**config.mk**
```make
export PLATFORM = sky130hd
export DESIGN_NAME = fibonacci_decode
export DESIGN_NICKNAME = d
export VERILOG_FILES = /design/src/rtl/fibonacci_decode.sv
export SDC_FILE = /design/constraint.sdc
export NUM_CORES = 1
export LEC_CHECK = 0
export BUFFER_PORTS_ARGS = -buffer_cell sky130_fd_sc_hd__buf_2
export CORE_AREA = 2 2 97 99
export DETAILED_ROUTE_END_ITERATION = 10
export DIE_AREA = 0 0 99 101
export HOLD_SLACK_MARGIN = 0.12
export PLACE_DENSITY_LB_ADDON = 0.05
export SYNTH_ARGS = -nofsm -noshare
export SYNTH_HDL_FRONTEND = slang
export SYNTH_SLANG_ARGS = --single-unit
export TNS_END_PERCENT = 100
```
**constraint.sdc**
```tcl
create_clock -name clk -period 2.2 [get_ports clk]
set_clock_uncertainty 0.15 [all_clocks]
set_input_delay 0.22 -clock clk [delete_from_list [all_inputs] [get_ports clk]]
set_output_delay 0.22 -clock clk [all_outputs]
set_load 0.01 [all_outputs]
```
**src/rtl/fibonacci_decode.sv**
```systemverilog
// Serial Fibonacci-code to binary decoder: walks the set bits of the code word,
// fetches each bit's weight from a synchronous ROM and accumulates the sum.
module fibonacci_decode #(
   parameter int unsigned FIB_W   = 32,
   parameter int unsigned BIN_W   = 16,
   parameter int unsigned MAX_BIT = 22,
   parameter int unsigned ADDR_W  = 10
) (
   input  logic              clk,
   input  logic              rst,
   input  logic              begin_f_b,
   input  logic [FIB_W-1:0]  input_fib,
   input  logic [BIN_W-1:0]  mema,
   output logic [ADDR_W-1:0] cnt_a,
   output logic [BIN_W-1:0]  binary_out,
   output logic              convert_done,
   output logic              overflow,
   output logic              range_err,
   output logic              non_canonical
);

   localparam int unsigned IDX_W = $clog2(FIB_W + 1);
   localparam int unsigned ACC_W = BIN_W + 1;
   localparam logic [FIB_W-1:0] KEEP_MASK = {FIB_W{1'b1}} >> (FIB_W - MAX_BIT - 1);

   typedef enum logic [2:0] {
      S_IDLE = 3'd0,
      S_SCAN = 3'd1,
      S_WAIT = 3'd2,
      S_ACC  = 3'd3,
      S_DONE = 3'd4
   } state_e;

   state_e             state_q, state_d;
   logic [FIB_W-1:0]   sr_q, sr_d;
   logic [ACC_W-1:0]   acc_q, acc_d;
   logic [IDX_W-1:0]   idx_q, idx_d;
   logic [ADDR_W-1:0]  cnt_a_q, cnt_a_d;
   logic [BIN_W-1:0]   bin_q, bin_d;
   logic               done_q, done_d;
   logic               ovf_q, ovf_d;
   logic               rng_q, rng_d;
   logic               nc_q, nc_d;
   logic [ACC_W:0]     sum_c;

   // One extra bit above the accumulator catches a carry out of the sticky MSB.
   assign sum_c = {1'b0, acc_q} + (ACC_W + 1)'(mema);

   always_comb begin
      state_d = state_q;
      sr_d    = sr_q;
      acc_d   = acc_q;
      idx_d   = idx_q;
      cnt_a_d = cnt_a_q;
      bin_d   = bin_q;
      done_d  = 1'b0;
      ovf_d   = ovf_q;
      rng_d   = rng_q;
      nc_d    = nc_q;
      case (state_q)
         S_IDLE: begin
            if (begin_f_b) begin
               sr_d    = input_fib & KEEP_MASK;
               acc_d   = '0;
               idx_d   = '0;
               rng_d   = |(input_fib & ~KEEP_MASK);
               nc_d    = |(input_fib & (input_fib >> 1));
               ovf_d   = 1'b0;
               state_d = S_SCAN;
            end
         end
         S_SCAN: begin
            if (sr_q == '0) begin
               state_d = S_DONE;
            end else if (!sr_q[0]) begin
               sr_d  = sr_q >> 1;
               idx_d = idx_q + IDX_W'(1);
            end else begin
               cnt_a_d = ADDR_W'(idx_q);
               state_d = S_WAIT;
            end
         end
         S_WAIT: state_d = S_ACC;
         S_ACC: begin
            acc_d   = sum_c[ACC_W-1:0];
            ovf_d   = ovf_q | sum_c[ACC_W] | sum_c[ACC_W-1] | acc_q[ACC_W-1];
            sr_d    = sr_q >> 1;
            idx_d   = idx_q + IDX_W'(1);
            state_d = S_SCAN;
         end
         S_DONE: begin
            bin_d   = acc_q[BIN_W-1:0];
            done_d  = 1'b1;
            state_d = S_IDLE;
         end
         default: state_d = S_IDLE;
      endcase
   end

   always_ff @(posedge clk or negedge rst) begin
      if (!rst) begin
         state_q <= S_IDLE;
         sr_q    <= '0;
         acc_q   <= '0;
         idx_q   <= '0;
         cnt_a_q <= '0;
         bin_q   <= '0;
         done_q  <= 1'b0;
         ovf_q   <= 1'b0;
         rng_q   <= 1'b0;
         nc_q    <= 1'b0;
      end else begin
         state_q <= state_d;
         sr_q    <= sr_d;
         acc_q   <= acc_d;
         idx_q   <= idx_d;
         cnt_a_q <= cnt_a_d;
         bin_q   <= bin_d;
         done_q  <= done_d;
         ovf_q   <= ovf_d;
         rng_q   <= rng_d;
         nc_q    <= nc_d;
      end
   end

   assign cnt_a         = cnt_a_q;
   assign binary_out    = bin_q;
   assign convert_done  = done_q;
   assign overflow      = ovf_q;
   assign range_err     = rng_q;
   assign non_canonical = nc_q;

endmodule

```
# Yosys cells after proc, flatten, opt, wreduce, memory -nomap -nowiden
# Index checks and enable logic that the tools add are counted.
[classes]
n_mux = 17
reduce_logical = 12
n_bitwise = 5
n_eq_ne = 8
n_addsub = 2
[op_table]
columns = ["op", "count"]
rows = [
  ["32-bit 2-to-1 mux", 3],
  ["32-bit case mux with 3 select lines", 1],
  ["17-bit case mux with 2 select lines", 1],
  ["32-bit by 31-bit AND with 32-bit output", 1],
  ["32-bit logical NOT", 1],
  ["32-bit OR reduction", 1],
  ["17-bit by 16-bit adder with 18-bit output", 1],
  ["6-bit 2-to-1 mux", 3],
  ["6-bit case mux with 3 select lines", 1],
  ["17-bit 2-to-1 mux", 1],
  ["3-bit case mux with 4 select lines", 1],
  ["3-bit 2-to-1 mux", 3],
  ["9-bit OR reduction", 1],
  ["6-bit by 1-bit adder with 6-bit output, second input constant", 1],
  ["3-bit by 2-bit == test with 1-bit output, second input constant", 2],
  ["2-bit inequality test, second input constant", 3],
  ["2-bit AND reduction", 3],
  ["3-bit AND reduction", 2],
  ["4-bit AND reduction", 1],
  ["3-bit by 1-bit == test with 1-bit output, second input constant", 1],
  ["3-bit == test, second input constant", 1],
  ["3-bit logical NOT", 1],
  ["3-bit inequality test, second input constant", 1],
  ["1-bit bitwise OR", 3],
  ["other kinds (5)", 6],
]
[word_totals]
register_bits = 84
inputBits = 51
elab_cells = 55
output_inout_bits = 30

# Longest topological paths before layout
[logic_depth]
depth_word = 5
mapped_depth = 9
depth_no_buf = 9

# Least setup slack after synthesis
# OpenSTA, ideal clock, no wires.
[synth_path]
kind = "flip-flop to flip-flop"
start = "reg acc_q[0]"
end = "reg acc_q[16]"
setup_ns = 0.126
n_path_buf = 0
period_less_slack_ns = 2.231
t_required_ns = 1.924
arrival_time_ns = 1.955
path_stages_with_launch = 10
setup_slack_ns = -0.031
cell_sequence = "dfrtp_1 -> ha_1 -> inv_1 -> fa_1 -> nor2b_1 -> o2111a_1 -> nor2_1 -> a21oi_1 -> o211ai_1 -> a221o_1"
[synth_via]
elab_chain_cells = 2
[synth_rtl]
columns = ["element", "line_no", "text"]
rows = [
  ["start, declared", "36", "logic [ACC_W-1:0] acc_q, acc_d;"],
  ["start signal, assigned", "104", "acc_q <= '0;"],
  ["start signal, assigned", "115", "acc_q <= acc_d;"],
  ["17-bit by 16-bit adder with 18-bit output", "47", "assign sum_c = {1'b0, acc_q} + (ACC_W + 1)'(mema);"],
  ["17-bit case mux with 2 select lines", "60", "case (state_q)"],
]
# No other way between the ends.
# A chain may end at the register's enable or synchronous reset.

# Worst setup path after layout
[layout_path]
start = "reg sr_q[2]"
end = "reg sr_q[18]"
[layout_via]
elab_chain_cells = 3
[layout_rtl]
columns = ["element", "line_no", "text"]
rows = [
  ["start, declared", "35", "logic [FIB_W-1:0] sr_q, sr_d;"],
  ["start signal, assigned", "114", "sr_q <= sr_d;"],
  ["32-bit logical NOT", "73", "if (sr_q == '0) begin"],
  ["2-bit inequality test (no source line)", "n/a", ""],
  ["4-bit AND reduction (no source line)", "n/a", ""],
]
# No other way between the ends.

==> metrics.md <==
| Metric | Value |
|---|---|
| PD cells | 1320 mW/mm^2 |
| Yosys warns | 0 |
| RSZ-0062 raised after global routing | yes |
| Fin nets | around 650 |
| Synthesized cell area | roughly 0.0044 sq mm |
| CTS root buf | clkbuf_8 |
| Layout area overhead | 37.3% |
| DP HPWL | 7.56 mm |
| Htree depth | 3 |
| Setup CP Type | register to register |
| PortBufs | 76 |
| Max VDD drop | 606 uV |
| Main synth FF type | dfrtp_1 |
| DRC | 0 |
| Mapped Cells | 429 |
| Flop2flop setup slack | -70 ps |
| Asr flop ratio synth | between 90% and 100% |
| Vias in the first global route | 3636 |
| Drt via density | 5.78 |
| HP Class | input pin to register |
| CTS buffer count | 9 |
| Ports | 81 |
| Initial antenna violation count | 0 |
| Pre-Repair DR Iteration Count | 6 |
| Final setup fails | 33 |
| Tcrit/Tclk final | 103% |
| Final WS setup | -74.3 ps |
| Dpl cells | approximately 640 |
| Row count | 35 |
| Post-Route WL | 11.9 mm |
| Number of flops mapped to enable cells by yosys | 0 |
| Critical path endpoint category | register |
| P_leak | about 2.9 nW |
| Die area | 0.0100 sq mm |
| DRT iter0 DRCs | 248 |
| ANT cells | 0 |
| Final min period | 2270 ps |
| Number of max-cap violations | 0 |
| Core Region | 0.00898 sq mm |
| Clk Latency, worst-skew pair | 370 ps |
| Die Y | 101 microns |
| Routed WL per cell | 17.2 microns |
| Status | complete, but fails checks |
| Total gr overflow | 0 |
| Largest net degree at the start of global routing | 63 |
| Synth Register Bits | slightly above 80 |
| ANT nets after route | 0 |
| Share of cells above drive strength 1 | between 30% and 40% |
| Initial core utilization | 49.4% |
| Final instance area | 0.00609 sq mm |
| Fin. max-slew vios | 0 |
| Die width | 99 microns |
| Mean Syn Cell Area | 10.3 sq um |
| Via count | 4015 |
| Post-synth cell types | 60 |
| F_max | 0.440 GHz |
| TritonCTS clock tree | yes |
| Worst Path Arrival | 2410 ps |
| Routability cong. | between 0.8 and 0.9 |
| Final hold violation count | 0 |
| Gr usage total | 22.6% |
| Worst-path clk slew | 110 ps |
| Global-route wire length before repair | 18.0 mm |
| Failing checks | negative setup slack |
| Sequential share of the synthesized area | about 47% |
| CP required | about 2300 ps |
| Placement Cell Area | 0.00515 sq mm |
| CTS sink count | 83 |
| Crit start category | register |
| CP Max Fanout | 8 |
| Clk buf depth | 2 |
| Fin cells | slightly below 700 |
## path summary, 6_finish.rpt
path	cells past startpoint	endpoint	startpoint
min in group asynchronous	3	acc_q[5]$_DFFE_PN0P_	rst
worst min-delay path	4	acc_q[4]$_DFFE_PN0P_	mema[4]
worst min register to register	2	non_canonical$_DFFE_PN0P_	non_canonical$_DFFE_PN0P_
max in group asynchronous	4	sr_q[4]$_DFFE_PN0P_	rst
worst max register to register	8	sr_q[18]$_DFFE_PN0P_	sr_q[2]$_DFFE_PN0P_
worst max-delay path	8	sr_q[18]$_DFFE_PN0P_	sr_q[2]$_DFFE_PN0P_
## critical path, cell delays in order (launching register included)
cell and delay (ps):
dfrtp_1 420, nor4_1 350, nand4_1 290, o21bai_4 280
buf_6 150, a21o_4 220, buf_8 170, a221oi_2 40
nor2_1 120
## where the power goes
part / internal, mW / leakage, nW / switching, mW
clock: 0.568 / 0.101 / 0.611
combinational: 2.19 / 1.70 / 2.26
sequential: 1.99 / 1.08 / 0.439
## layout make-up
class,count,area (sq um)
fillers,690,2880
clock inverters,6,73.8
repair buffers,158,1160
multi-input cells,306,2430
well taps,111,139
flip-flops and latches,83,2080
inverters,21,80.1
clock buffers,10,138
## metrics by stage
stage	hold slack (ps)	power [mW]	worst slack (ps)	util, %	TNS (ps)
after global routing	203	8.67	-162	67.9	-4060
final	185	8.07	-74.3	67.9	-1220
after detailed placement	-16.1	5.89	-83.6	57.4	-241
after global placement	-18.1	5.83	14.6	57.4	0
after CTS	121	7.20	-1.91	63.4	-1.91
after floorplan	-226	4.77	47.6	-	0
## Yosys cell counts (all sizes together) (3+ instances only)
library cell | instances | area (sq um)
dfrtp | 83 | 2080
o21bai | 3 | 33.8
nand3 | 9 | 45.0
o211ai | 4 | 30.0
xor2 | 5 | 43.8
mux2 | 23 | 259
and2 | 4 | 25.0
a211oi | 4 | 30.0
nand2 | 29 | 109
o22ai | 3 | 18.8
a222oi | 14 | 140
inv | 20 | 75.1
xnor2 | 9 | 78.8
a21o | 4 | 37.5
o21ai | 38 | 190
nor2b | 3 | 18.8
a21oi | 24 | 139
nor4 | 11 | 68.8
clkbuf | 8 | 31.3
nor2 | 36 | 135
nor3 | 7 | 35.0
nand4 | 9 | 56.3
a221oi | 8 | 70.1
ha | 17 | 213
buf | 16 | 130
a22o | 9 | 88.8
## cells in the final DEF (no fill, tap or decap), types with 4 or more instances in the layout
| cell type | count |
|---|---|
| buf_4 | 44 |
| o211ai_1 | 4 |
| nor3_1 | 7 |
| a222oi_1 | 14 |
| ha_4 | 6 |
| nand2_1 | 29 |
| conb_1 | 4 |
| nor4_1 | 6 |
| xnor2_1 | 9 |
| inv_1 | 19 |
| mux2_2 | 23 |
| dfrtp_1 | 82 |
| a22o_2 | 8 |
| nand4_1 | 9 |
| clkbuf_8 | 10 |
| a21oi_1 | 15 |
| dlygate4sd3_1 | 29 |
| a21oi_2 | 6 |
| nor4_2 | 4 |
| xor2_1 | 5 |
| a21oi_4 | 5 |
| ha_1 | 7 |
| buf_2 | 75 |
| nor2_1 | 34 |
| o21ai_0 | 31 |
| nand3_1 | 9 |
| a221oi_2 | 5 |
| buf_6 | 5 |
| o21ai_1 | 6 |
| ha_2 | 4 |
## flip-flops by register name, indices dropped and copies added, names as in the netlist
register and count:
overflow 1, non_canonical 1, sr_q 31, binary_out 16
idx_q 6, convert_done 1, acc_q 17, range_err 1
state_q 3, cnt_a 6
## cells by family after synthesis
group,Yosys count,share of synthesized area (%)
flip-flops,83,46.8
AND/OR/NAND/NOR,119,13.3
other,1,0.0845
XOR/XNOR,14,2.76
AO/OA/AOI/OAI,124,20.0
buffers and inverters,45,5.44
adder cells (fa/ha/maj),18,5.24
multiplexers,25,6.29
## what timing repair did
| action | 4_1_cts | 5_1_grt |
|---|---|---|
| buffers inserted | 0 | 11 |
| hold buffers | 28 | 1 |
| gates resized for setup | 9 | 53 |
| setup endpoints to repair | 9 | 53 |
| gates cloned | 0 | 5 |
| pin swaps | 2 | 36 |
| hold endpoints to repair | 109 | 3 |
## routing by layer
layer	part of all wire, %	vias to the layer above	track usage (%)
met5	0	-	0
met4	1.6	0	6.53
met3	6.0	19	4.16
met2	45	148	33.3
met1	47	1955	33.9
li1	-	1893	-
(Power assumes the default switching activity.)
